## src/rtl/spike_rate_decoder_pkg.sv

```systemverilog
// Shared widths, saturation limit and transmit-state encoding for the spike-rate decoder.
package spike_dec_pkg;
  localparam int NUM_CH_DEF = 3;
  localparam int CNT_W_DEF  = 8;
  localparam int WIN_W_DEF  = 8;

  localparam logic [CNT_W_DEF-1:0] CNT_MAX = '1;

  typedef enum logic [2:0] {
    IDLE,
    SENDH,
    SEND0,
    SEND1,
    SEND2
  } tx_state_t;
endpackage

```

## src/rtl/spike_rate_decoder_channel_counter.sv

```systemverilog
// Saturating per-channel spike counter. o_capture is the count including this
// cycle's increment, so a clear can snapshot the end-of-window cycle's spike.
module spike_channel_counter
  import spike_dec_pkg::*;
(
  input  logic                 clk,
  input  logic                 reset,
  input  logic                 i_inc,
  input  logic                 i_clr,
  output logic [CNT_W_DEF-1:0] o_capture
);
  logic [CNT_W_DEF-1:0] r_cnt;

  assign o_capture = (i_inc && (r_cnt != CNT_MAX)) ? r_cnt + 1'b1 : r_cnt;

  always_ff @(posedge clk) begin
    if (reset || i_clr) begin
      r_cnt <= '0;
    end else begin
      r_cnt <= o_capture;
    end
  end
endmodule

```

## src/rtl/spike_rate_decoder.sv

```systemverilog
// Spike-rate decoder: windowed per-channel spike counts streamed out as bytes.
// Define SPIKE_DEC_FRAME_IDX_EN to prefix every frame with a frame-index byte.
module spike_rate_decoder
  import spike_dec_pkg::*;
#(
  parameter int NUM_CH = NUM_CH_DEF,
  parameter int CNT_W  = CNT_W_DEF,
  parameter int WIN_W  = WIN_W_DEF
) (
  input  logic              clk,
  input  logic              reset,
  input  logic              enable,
  input  logic [NUM_CH-1:0] spike_in,
  input  logic [WIN_W-1:0]  window_len,
  output logic [CNT_W-1:0]  out_data,
  output logic              out_valid,
  input  logic              out_ready,
  output logic              overrun,
  output tx_state_t         dbg_state
);
  // Handshake: a byte moves on a cycle where out_valid & out_ready; while
  // out_valid is high and out_ready low, out_data and the state do not change.

  logic [WIN_W-1:0] r_win_cnt;
  logic [WIN_W-1:0] w_len_m1;
  logic             w_win_end;
  logic [CNT_W-1:0] w_capture [NUM_CH];
  logic [CNT_W-1:0] r_snap    [NUM_CH];
  tx_state_t        r_state;
  logic [CNT_W-1:0] r_out_data;
  logic             r_out_valid;
  logic             r_overrun;
  logic             w_xfer;
  logic             w_accept;

  // window_len of 0 wraps to all-ones here, which is exactly a 2^WIN_W window.
  assign w_len_m1  = window_len - WIN_W'(1);
  assign w_win_end = enable && (r_win_cnt >= w_len_m1);
  assign w_xfer    = r_out_valid && out_ready;
  assign w_accept  = w_win_end && ((r_state == IDLE) || (w_xfer && (r_state == SEND2)));

  for (genvar g = 0; g < NUM_CH; g++) begin : g_ch
    spike_channel_counter u_cnt (
      .clk       (clk),
      .reset     (reset),
      .i_inc     (enable & spike_in[g]),
      .i_clr     (w_win_end),
      .o_capture (w_capture[g])
    );
  end

  always_ff @(posedge clk) begin
    if (reset) begin
      r_win_cnt <= '0;
    end else if (w_win_end) begin
      r_win_cnt <= '0;
    end else if (enable) begin
      r_win_cnt <= r_win_cnt + 1'b1;
    end
  end

`ifdef SPIKE_DEC_FRAME_IDX_EN
  logic [CNT_W-1:0] r_frame_idx;
  logic [CNT_W-1:0] w_frame_next;

  assign w_frame_next = r_frame_idx + 1'b1;

  // Dropped frames still advance the index so the host can see the gap.
  always_ff @(posedge clk) begin
    if (reset) begin
      r_frame_idx <= '0;
    end else if (w_win_end) begin
      r_frame_idx <= w_frame_next;
    end
  end
`endif

  always_ff @(posedge clk) begin
    if (reset) begin
      r_state     <= IDLE;
      r_out_data  <= '0;
      r_out_valid <= 1'b0;
      r_overrun   <= 1'b0;
      for (int i = 0; i < NUM_CH; i++) r_snap[i] <= '0;
    end else begin
      if (w_win_end && !w_accept) begin
        r_overrun <= 1'b1;
      end
      if (w_accept) begin
        for (int i = 0; i < NUM_CH; i++) r_snap[i] <= w_capture[i];
        r_out_valid <= 1'b1;
`ifdef SPIKE_DEC_FRAME_IDX_EN
        r_state     <= SENDH;
        r_out_data  <= w_frame_next;
`else
        r_state     <= SEND0;
        r_out_data  <= w_capture[0];
`endif
      end else if (w_xfer) begin
        case (r_state)
          SENDH: begin
            r_state    <= SEND0;
            r_out_data <= r_snap[0];
          end
          SEND0: begin
            r_state    <= SEND1;
            r_out_data <= r_snap[1];
          end
          SEND1: begin
            r_state    <= SEND2;
            r_out_data <= r_snap[2];
          end
          default: begin
            r_state     <= IDLE;
            r_out_data  <= '0;
            r_out_valid <= 1'b0;
          end
        endcase
      end
    end
  end

  assign out_data  = r_out_data;
  assign out_valid = r_out_valid;
  assign overrun   = r_overrun;
  assign dbg_state = r_state;
endmodule

```

## config.mk

```make
export PLATFORM = sky130hd
export DESIGN_NAME = spike_rate_decoder
export DESIGN_NICKNAME = d
export VERILOG_FILES = /design/src/rtl/spike_rate_decoder_pkg.sv /design/src/rtl/spike_rate_decoder_channel_counter.sv /design/src/rtl/spike_rate_decoder.sv
export SDC_FILE = /design/constraint.sdc
export NUM_CORES = 1
export LEC_CHECK = 0
export ABC_AREA = 1
export BUFFER_PORTS_ARGS = -buffer_cell sky130_fd_sc_hd__buf_2
export CAP_MARGIN = 5
export CORE_UTILIZATION = 30
export CTS_CLUSTER_DIAMETER = 150
export DETAILED_ROUTE_END_ITERATION = 7
export SLEW_MARGIN = 30
export SYNTH_ARGS = -nofsm -noshare
export SYNTH_HDL_FRONTEND = slang
export SYNTH_SLANG_ARGS = --single-unit
```

## constraint.sdc

```tcl
create_clock -name clk -period 3.9 [get_ports clk]
set_clock_uncertainty 0.05 [all_clocks]
set_input_delay 0.78 -clock clk [delete_from_list [all_inputs] [get_ports clk]]
set_output_delay 0.78 -clock clk [all_outputs]
set_load 0.05 [all_outputs]
```

* After elaboration in Yosys (flattened, before gate mapping)
Memories as Yosys holds them, arrays and structs flattened.
Index checks and enable logic that the tools add are counted.
Widths: inputs -> output; s select.
** Storage, ports and cells
- Bits in registers :: 45
- Latch bits :: 0
- RAM bits :: 24
- Bits in read-only memories :: 0
- Output and inout port bits :: 13
- Word-level logic and storage cells :: 67
- Memories kept :: 1
** Memory list
- r_snap :: depth 3, width 8, read ports 3, clocked after Yosys merged registers in 0, write ports 3, RTL line spike_rate_decoder.sv:28 : logic [CNT_W-1:0] r_snap [NUM_CH];
** Cells by class
- Add/sub/neg operators :: 5
- Multiply operators :: 0
- Div/mod/pow operators :: 0
- $lt $le $gt $ge :: 1
- Equal/unequal tests :: 8
- Shifts and indexed selects :: 0
- Muxes and demuxes :: 20
- Bitwise operators :: 6
- Reduce and logical (&&, ||, !) cells :: 17
** Operators with widths (count)
- $mux 8 :: 8
- $add 8x1->8 const B :: 4
- $ne 8x8->1 const B :: 3
- $pmux 8 s3 :: 1
- $pmux 3 s3 :: 1
- $ge 8x8->1 :: 1
- $logic_and 1x1->1 :: 8
- $mux 1 :: 8
- $sub 8x1->8 const B :: 1
- $eq 3x2->1 const B :: 2
- $mux 2 :: 2
- $reduce_or 2->1 :: 2
- $and 1x1->1 :: 3
- $eq 3x1->1 const B :: 1
- $eq 3x3->1 const B :: 1
- $logic_not 3->1 :: 1
- $or 1x1->1 :: 3
- $reduce_or 3->1 :: 1
- $logic_or 1x1->1 :: 2
- $ne 2x1->1 const B :: 1
- $reduce_and 2->1 :: 1
- $reduce_bool 2->1 :: 1
- $logic_not 1->1 :: 1

* Logic depth before layout (Yosys ltp)
- Word-level depth :: 8
- Gate-level depth with buffers :: 16
- Mapped depth without buffers :: 15

* By module
Synthesis repeated with hierarchy kept, for this count alone.
** Second synthesis, totals
- Cell total of the unflattened synthesis :: 551
- Area, all modules :: 4107.7 um^2
** Modules (own cells, without submodules)
- spike_rate_decoder :: instances 1, cells each 299, area each 2471.1 um^2, sequential area each 1141.1 um^2
- spike_channel_counter :: instances 3, cells each 84, area each 545.5 um^2, sequential area each 160.2 um^2

* Worst setup path after synthesis
OpenSTA, ideal clock, no wires.
- Path type :: in2reg
- From :: input window_len[0]
- To :: memory r_snap[0][0] (netlist bit), enable pin
- Setup time :: 382 ps
- Arrival :: 2950 ps
- Data required time :: 3468 ps
- Setup slack :: 517 ps
- Stages on the path :: 13
- Cells stage by stage :: inv_1 -> ha_1 -> nand2_1 -> nor3_1 -> xor2_1 -> inv_1 -> ha_1 -> nand2_1 -> o21a_1 -> nand2_1 -> nand3_2 -> buf_6 -> nand2_1
** RTL lines
- from (decl) :: RTL line spike_rate_decoder.sv:14 : input logic [WIN_W-1:0] window_len,
- to (decl) :: RTL line spike_rate_decoder.sv:28

==> results.toml <==
[setup_path]
critical_path.n_buffers_inverters = 4
critical-path-slowest-cell = "ha_1"
crit_end = "r_snap[0][20]$_SDFFCE_PN0P_"
critical_path.cell_chain = "buf_2 -> inv_1 -> ha_1 -> nand2_1 -> nor3_1 -> xor2_1 -> inv_1 -> ha_1 -> nand2_1 -> o21a_1 -> nand2_1 -> nand3_2 -> nand2_1 -> buf_4"
cp_data_arrival_time_ns = 3.04
worstReg2RegEnd = "r_snap[0][20]$_SDFFCE_PN0P_"
critPathTopFamily = "simple AND/OR/NAND/NOR gates"
reg2regPathDepth = 7
worstPathRequired_ns = 3.87
crit_type = "input port to register"
worst_path_most_repeated_cell = "nand2_1"
cp_num_cells = 14
slowest_delay_ns = 0.26
cp_max_fo = 15
cp-start-kind = "input port"
crit-reg2reg-launch = "out_valid$_SDFFE_PP0P_"
end_kind = "register"
r2r_slack_ns = 1.51
setup.worst_path.start = "window_len[0]"

[worst_hold_path]
hold_start = "out_data[2]$_SDFFE_PP0P_"
hp-class = "register to register"

[clock_network]
cts_resized = 0
htreeDepth = 3
cts_sinks = 69
postCtsSetupBuffers = 0
cts-hold-fix-buffers = 0
insertion_delay_ns = 0.32
cts_root_buf = "clkbuf_16"
cts_tree = "built"
clkTransAtPathRegs_ns = 0.05
numCtsBuffers = 9
cts_buffer_depth = 2

[synth]
yosysMostFrequentCell = "nand2_1"
synth_top_area_cell = "dfxtp_1"
seq_area_frac_synth_pct = 45.3
synthDistinctLibCells = 36
async_flop_share_pct = 0
syn_area_um2 = 3580
synth_area_leaders = "dfxtp_1, edfxtp_1, nand2_1"
synth_commonest_cells = "nand2_1, nor2_1, dfxtp_1, inv_1, nand3_1"
synthCells = 458
syn_area_per_cell_um2 = 7.81
synth-warning-count = 0
synth-seq-cells = 69
synth-edff-count = 24
synth_nets = 486
synth_flop_cell = "dfxtp_1"
synth_top_area_share_pct = 25.2

[status]
status = "finished, violations left"
violations = "DRC"

[drt]
drc = 4
wl_per_cell_um = 11.0
drt_iter0_markers = 155
drt-total-wl_mm = 7.03
vias = 2926
ant_nets = 0
via_per_inst = 4.59
first_pass_iters = 6

[finish]
final_area_um2 = 4120
nNetsFinal = 518
diodes = 0
fillers = 1203
area_growth_pct = 15.0
drive_gt1_share_pct = 13.1

[power_and_ir_drop]
clkPwrFrac_pct = 45.3
p_sw_uw = 347
p_seq_share_pct = 48.6
p_int_uw = 1240
combPwrFrac_pct = 6.1
ir_drop_v = 0.000201
swShare_pct = 21.9
p_leak_uw = 0.00166
powerDensity_nw_per_um2 = 385

[sta]
rsz0062_at_grt = "false"
worstMarginPinSlew_ns = 0.445
post-route-period-util_pct = 78.6
fin_crit_ns = 3.07
slew_viol_final = 0
tns_ns = 0
fin_ws_ns = 0.833
fmax_mhz = 326
hold_violations = 0
setup_viol = 0
max_slew_margin_pct = 70.3

[global_route]
grt_use_total_pct = 11.9
grt.met2_usage_pct = 19.3
grt_first_pass_wirelength_mm = 11.8
gr-total-overflow = 0
grt_pass1_vias = 2688
gr-usage-met3_pct = 3.34
grt.busiest_layer = "met2"
use_met1_pct = 15.1
grt_max_degree = 25
antenna_found_initial = 0

[die]
initial_core_util_pct = 31.1
rows = 39
die-width_um = 111
die-area_um2 = 12400
die_h_um = 111
core-area_um2 = 11500
io_pins = 28

[placement]
portBuffers = 27
globalplace.congestion = 0.818
pre_cts_slack_ns = 0.501
place_area_um2 = 3850
hpwlAfterDp_mm = 5.35

[job]
drv_cap = 0
through the flow:
| step | cells | utilization [%] | total power (µW) | hold slack, ns |
|---|---|---|---|---|
| floorplan | 458 | - | 851 | 0.423 |
| global placement | 622 | 33.5 | 878 | 0.414 |
| CTS | 638 | 35.7 | 1600 | 0.434 |
| global route | 638 | 35.7 | 1640 | 0.457 |
| finish | 638 | 35.7 | 1580 | 0.426 |
| detailed placement | 622 | 33.5 | 882 | 0.422 |
layer usage:
layer	vias up	routed length [µm]
met1	1334	3330
met5	-	0
met3	3	322
met4	0	25
met2	64	3360
li1	1525	-
worst min-delay path by stage:
stage / end / slack, ns / cells after the start
2_1_floorplan: r_win_cnt[1]$_SDFFE_PP0P_ / 0.42 / 2
3_3_place_gp: out_data[7]$_SDFFE_PP0P_ / 0.41 / 2
3_5_place_dp: out_data[3]$_SDFFE_PP0P_ / 0.42 / 2
4_1_cts: out_data[3]$_SDFFE_PP0P_ / 0.43 / 2
5_1_grt: out_data[6]$_SDFFE_PP0P_ / 0.46 / 2
6_report: out_data[2]$_SDFFE_PP0P_ / 0.43 / 2
logic make-up after synthesis:
kind of cell / after synthesis / synth area share [%]
XOR/XNOR: 22 / 5.38
multiplexers: 2 / 0.559
flip-flops: 69 / 45.3
AND/OR/NAND/NOR: 268 / 32.9
AO/OA/AOI/OAI: 25 / 4.20
adder cells (fa/ha/maj): 13 / 4.55
buffers and inverters: 59 / 7.10
layout make-up:
class	count	area [µm²]	area share (%)
multi-input combinational	330	1700	41.4
sequential	69	1620	39.4
clock buffer	13	250	6.08
inverter	49	184	4.47
tap	143	179	4.35
timing repair buffer	31	165	4.01
clock inverter	3	12.5	0.304
registers in the layout, indices dropped and copies added, names as in the netlist:
register and cells:
g_ch.u_cnt.r_cnt 24, r_snap 24, out_data 8, r_win_cnt 8, dbg_state 3, out_valid 1, overrun 1
worst min-delay path, stage by stage, from the launching register on:
cell     delay [ns]
dfxtp_1        0.32
nor2_1         0.05
nor2_1         0.08
power groups by stage:
stage,sequential [µW],combinational [µW],clock (µW)
3_3_place_gp,784,93.4,0
4_1_cts,770,97.3,730
3_5_place_dp,785,96.9,0
6_report,770,95.8,717
2_1_floorplan,787,63.6,0
5_1_grt,772,109,762
placed cells by master (no fill, tap or decap), types with 3 or more instances in the layout:
cell type / instances
nand2_1: 105
nor3_1: 4
xor2_1: 15
a21oi_1: 9
buf_2: 27
nand4_1: 6
ha_1: 13
nand3_1: 36
clkbuf_1: 3
edfxtp_1: 24
clkinv_1: 3
clkbuf_16: 9
nor2_1: 94
inv_2: 3
dfxtp_1: 45
o21ai_0: 7
xnor2_1: 7
inv_1: 45
nor2_2: 7
buf_4: 4
nand2_2: 5
No activity file was read; power rests on OpenSTA's default activity.
